## src/rtl/xw_updown_counter.sv

```systemverilog
// rtl/xw_updown_counter.sv - synchronous up/down counter with parallel load and active-low cascade carry
//
// Purpose:
//   Binary up/down counter in the style of a 74x169, widened to WIDTH bits.
//   It counts up or down modulo 2^WIDTH and has a synchronous parallel load.
//   Two active-low enables are provided: ENP_L (parallel) and ENT_L
//   (trickle/cascade). RCO_L flags the terminal count in the current
//   direction, so chaining RCO_L -> ENT_L builds wider counters.
//
// Ports:
//   CLK    in   clock; all state changes on the rising edge
//   CLR    in   asynchronous clear, active-high; forces Q to 0
//   LD_L   in   synchronous parallel load, active-low; highest clocked priority
//   UP     in   direction: 1 = count up, 0 = count down
//   ENP_L  in   count enable (parallel), active-low
//   ENT_L  in   count enable (trickle), active-low; also gates RCO_L
//   D      in   parallel load data [WIDTH]
//   Q      out  registered count [WIDTH]
//   RCO_L  out  ripple carry/borrow, active-low, combinational from Q/UP/ENT_L

module xw_updown_counter #(
  parameter int WIDTH = 4
) (
  input  logic             CLK,
  input  logic             CLR,
  input  logic             LD_L,
  input  logic             UP,
  input  logic             ENP_L,
  input  logic             ENT_L,
  input  logic [WIDTH-1:0] D,
  output logic [WIDTH-1:0] Q,
  output logic             RCO_L
);

  logic [WIDTH-1:0] q_q;
  logic [WIDTH-1:0] q_d;
  logic             count_en;
  logic             term_up;
  logic             term_dn;

  // Both enables must be asserted (low) for a count step.
  assign count_en = ~ENP_L & ~ENT_L;

  // Next-state: load beats counting; otherwise hold.
  always_comb begin
    q_d = q_q;
    if (!LD_L) begin
      q_d = D;
    end else if (count_en) begin
      if (UP) begin
        q_d = q_q + WIDTH'(1);
      end else begin
        q_d = q_q - WIDTH'(1);
      end
    end
  end

  // Clear is asynchronous, so it also overrides a coincident clock edge.
  always_ff @(posedge CLK or posedge CLR) begin
    if (CLR) begin
      q_q <= '0;
    end else begin
      q_q <= q_d;
    end
  end

  // Terminal count depends on direction: all-ones going up, zero going down.
  // ENP_L is deliberately left out so a held stage still reports carry to
  // the next stage, matching the classic cascade arrangement.
  assign term_up = &q_q;
  assign term_dn = ~|q_q;
  assign RCO_L   = ~(~ENT_L & (UP ? term_up : term_dn));

  assign Q = q_q;

endmodule

```

## config.mk

```make
export PLATFORM = sky130hd
export DESIGN_NAME = xw_updown_counter
export DESIGN_NICKNAME = d
export VERILOG_FILES = /design/src/rtl/xw_updown_counter.sv
export SDC_FILE = /design/constraint.sdc
export NUM_CORES = 1
export LEC_CHECK = 0
export BUFFER_PORTS_ARGS = -buffer_cell sky130_fd_sc_hd__buf_4
export CELL_PAD_IN_SITES_DETAIL_PLACEMENT = 1
export CELL_PAD_IN_SITES_GLOBAL_PLACEMENT = 1
export CORE_AREA = 8 8 45 47
export DETAILED_ROUTE_END_ITERATION = 8
export DIE_AREA = 0 0 53 55
export PLACE_DENSITY = 0.76
export SLEW_MARGIN = 5
export SYNTH_ARGS = -nofsm -noshare
export SYNTH_HDL_FRONTEND = slang
export SYNTH_SLANG_ARGS = --single-unit
```

## constraint.sdc

```tcl
create_clock -name CLK -period 1.6 [get_ports CLK]
set_input_delay 0.08 -clock CLK [delete_from_list [all_inputs] [get_ports CLK]]
set_output_delay 0.08 -clock CLK [all_outputs]
set_load 0.02 [all_outputs]
```

After elaboration in Yosys (flattened, before gate mapping)
Cells that the tools add are included.
{"block": "op_classes", "n_addsub": 2, "eq_ne": 1, "mux": 4, "bitwise": 5, "n_reduce_logical": 3}
{"operator": "two-way mux 4 bit", "n": 3}
{"operator": "adder 4 x 1 -> 4 bit, second input constant", "n": 1}
{"operator": "AND reduction 4 bit", "n": 1}
{"operator": "OR reduction 4 bit", "n": 1}
{"operator": "subtractor 4 x 1 -> 4 bit, second input constant", "n": 1}
{"operator": "inverter 1 bit", "n": 3}
{"operator": "bitwise AND 1 bit", "n": 2}
{"operator": "!= test 2 x 1 -> 1 bit, second input constant", "n": 1}
{"operator": "logical NOT 1 bit", "n": 1}
{"operator": "two-way mux 1 bit", "n": 1}
{"block": "totals", "regBits": 4, "in_bits": 10, "wordCells": 16}

Longest topological paths before layout
{"block": "logic_depth", "word_depth": 5, "ltp_mapped": 6, "ltp_nobuf": 6}

Worst setup path after synthesis
No wires, ideal clock.
{"block": "synth_path", "path_kind": "flip-flop to flip-flop", "from": "register q_q[0], in the netlist Q[0]", "to": "register q_q[2], in the netlist Q[2]", "t_arrival_ns": 1.305, "t_required_ns": 1.470, "setup_slack_ns": 0.165, "path_stages_with_launch": 6, "path_buffers": 0, "period_less_slack_ns": 1.435, "cell_sequence": "dfrtp_1 fa_1 xnor2_1 nand2_1 o211ai_1 o21ai_0"}
{"block": "synth_via", "elab_chain_cells": 4, "word_cells_on_any_way": 5, "cone_classes": "2 x add/sub; 3 x mux"}
{"element": "start: declaration", "line": "35", "rtl": "logic [WIDTH-1:0] q_q;"}
{"element": "start signal: assignment", "line": "63", "rtl": "q_q <= q_d;"}
{"element": "subtractor 4 x 1 -> 4 bit / adder 4 x 1 -> 4 bit (equally long branches)", "line": "53, 51"}
{"element": "two-way mux 4 bit (*)", "line": "50", "rtl": "if (UP) begin"}
{"element": "two-way mux 4 bit (*)", "line": "49", "rtl": "end else if (count_en) begin"}
{"element": "two-way mux 4 bit (*)", "line": "47", "rtl": "if (!LD_L) begin"}
Every way passes the cells marked *; elsewhere a longest branch is shown, timed or not. The select of a mux whose other input is x is not followed.
A chain may end at the register's enable or synchronous reset.

Worst setup path after layout
Same ends and word-level chain as after synthesis.

==> metrics.md <==
| Metric | Value |
|---|---|
| Worst-skew pair later-pin latency | `230 ps` |
| Non-Filler Instances | `77` |
| CP startpoint kind | `flip-flop` |
| Seq/Total Area, Yosys | `0.2930` |
| Post-Syn Instances | `40` |
| Fin. Hold Viols | `0` |
| Yosys cell types | `22` |
| GR Overflow Total | `0` |
| WL/cell | `13.17 um` |
| Max reg flops | `4` |
| Synth warnings | `0` |
| Post-Synth XOR/XNOR Area | `0.05128` |
| Detailed Routing Iterations Pass 1 | `4` |
| Worst path cell trace | `buf_12, fa_1, xnor2_1, nand2_1, o211ai_1, o21ai_0` |
| Reg2reg setup slack | `40 ps` |
| CTS tree | `built` |
| Yosys reg bits | `4` |
| Area leader, netlist | `dfrtp_1` |
| Core ar. | `1384 um^2` |
| Final Max Slew Viols | `0` |
| ANT nets after route | `0` |
| PortBufs | `14` |
| Post-synthesis compound-gate area fraction | `0.1575` |
| Worst Tran Pin Value | `248.1 ps` |
| Power Dens Cells | `823.7 nW/um^2` |
| Max-cap violations | `0` |
| Worst R2R End | `Q[2]$_DFFE_PP0P_` |
| Die ar. | `2915 um^2` |
| Share of layout cells above drive strength 1 | `0.3934` |
| Crit path kind | `reg -> reg` |
| VDD IR-drop max | `0.3254 mV` |
| Maximum fanout along the worst path | `4` |
| Largest family of logic cells by synthesized area | `simple AND/OR/NAND/NOR gates` |
| Synth top area share | `0.2930` |
| Starting DRT DRC Count | `5` |
| Critical Path Max Stage Delay | `430 ps` |
| Antenna Cells | `0` |
| Multiplexer share of the synthesized area | `0.02930` |
| Syn Std Cell Area | `341.6 um^2` |
| Main synth FF type | `dfrtp_1` |
| Worst Hold End | `Q[3]$_DFFE_PP0P_` |
| IO Count | `15` |
| Final period util | `0.9757` |
| TNS Setup | `0 ps` |
| Placed Area | `461.7 um^2` |
| Largest net degree at the start of global routing | `12` |
| FP Rows | `14` |
| First-pass GRT wire length | `1545 um` |
| Commonest cells in the netlist | `a21oi_1, dfrtp_1, inv_1, nand3_1, nor2_1` |
| Async S/R FF share, synth | `1.000` |
| Die Y | `55 um` |
| Pleak | `0.2524 nW` |
| Mapped Avg Cell Area | `8.539 um^2` |
| Reg2reg start | `Q[0]$_DFFE_PP0P_` |
| Clk root buf | `clkbuf_4` |
| Hold_sp | `D[3]` |
| P&R area growth vs syn | `57.51%` |
| RD Place Congestion | `0.7344` |
| Status | `complete, no violations` |
| HP Class | `in -> reg` |
| Adder-cell share of the synthesized area | `0.1319` |
| Hold Crit Depth | `3` |
| Post-synth EDFFs | `0` |
| Syn nets | `53` |
| Remaining DRCs | `0` |
| Critical path endpoint category | `flip-flop` |
| CTS sink cnt | `4` |
| Initial antenna violation count | `0` |
| Max_slew headroom | `0.8323` |
| TritonCTS Buffers | `3` |
| F_max | `640.6 MHz` |
| Initial Util | `0.2468` |
| Crit path from | `Q[0]$_DFFE_PP0P_` |
| H-tree Lvls | `1` |
| Post-synthesis simple-gate area fraction | `0.2784` |
| Design area | `538.0 um^2` |
| Post-Place Cells | `69` |
| Minimum clock period | `1561 ps` |
| Die W | `53 um` |
| Slowest CP cell | `fa_1` |
| Nets@finish | `76` |
| GRT Util Overall | `0.07076` |
| WP data required | `1700 ps` |
| Vias in the first global route | `367` |
| Clk_skew | `2.288 ps` |
| Top cells by area, synth | `dfrtp_1, ha_1, a21oi_1` |
| Clock Pin Slew Worst Setup and Hold Paths | `40 ps` |
| Clk buf depth | `2` |
| Routed via count | `373` |
| Setup violators final | `0` |
| Final wirelength | `1014 um` |
| Vias/cell | `4.844` |
| R2R cell count | `6` |
| Arrival time worst endpoint | `1660 ps` |
[worst max-delay path: cells and delay by family (launching register included)]
family,cells,cell delay (ps)
flops,1,420
simple gates,1,80
xor+xnor,1,160
compound gates,2,210
fa+ha+maj,1,430
buf+inv,1,130
[power by group]
part	total [mW]	internal (mW)	leakage [nW]	switching, mW
sequential	0.134	0.116	0.0453	0.0179
combinational	0.187	0.0983	0.193	0.0889
clock	0.122	0.0837	0.0138	0.0380
[logic make-up after synthesis]
group,count (synthesis)
xor gates and xnor gates,2
buffers and inverters,5
DFF,4
muxes,1
adders and majority gates,3
and+or+nand+nor,16
AOI/OAI and AO/OA,9
[layer usage]
layer / GRT usage / routed length, um / up-vias
met2: 0.1133 / 498 / 11
met4: 0.03879 / 0 / 0
met1: 0.08141 / 422 / 177
met3: 0.02406 / 93 / 0
li1: - / - / 185
met5: 0 / 0 / -
[worst max path at each step]
| stage | end | slack (ps) |
|---|---|---|
| after global placement | Q[2]$_DFFE_PP0P_ | 180 |
| after detailed placement | Q[2]$_DFFE_PP0P_ | 160 |
| after global routing | Q[2]$_DFFE_PP0P_ | -20 |
| final | Q[2]$_DFFE_PP0P_ | 40 |
| after CTS | RCO_L | 20 |
| after floorplan | Q[2]$_DFFE_PP0P_ | 160 |
[cells in the final DEF, fill, tap and decap left out, types with 3 or more instances in the layout]
cell type	synthesis	layout
dfrtp_1	4	3
nand3_1	4	4
buf_4	0	17
inv_1	4	4
nor2_1	3	3
a21oi_1	4	4
clkbuf_4	0	3
[through the flow]
step | hold WS (ps) | worst slack (ps) | utilization | power [mW]
2_1_floorplan | -153.9 | 164.7 | - | 0.2263
4_1_cts | 84.95 | 15.13 | 0.3689 | 0.4293
3_5_place_dp | -19.41 | 158.6 | 0.3336 | 0.2891
6_report | 91.10 | 38.96 | 0.3888 | 0.4432
5_1_grt | 103.6 | -21.79 | 0.3888 | 0.4770
3_3_place_gp | -20.33 | 178.6 | 0.3336 | 0.2852
[area by class of cell]
class | instances | area (um^2)
well taps | 16 | 20.02
fillers | 169 | 845.8
multi-input cells | 31 | 221.5
repair buffers | 19 | 157.7
inverters | 4 | 15.01
flip-flops and latches | 4 | 101.3
clock buffers | 3 | 22.52
[repair_timing]
item,CTS,global route
endpoints found under the setup margin,1,1
pin swaps,0,2
buffers inserted,2,2
resized for setup,1,0
hold buffers,1,0
hold endpoints to repair,4,0
No activity file was read; power rests on OpenSTA's default activity.
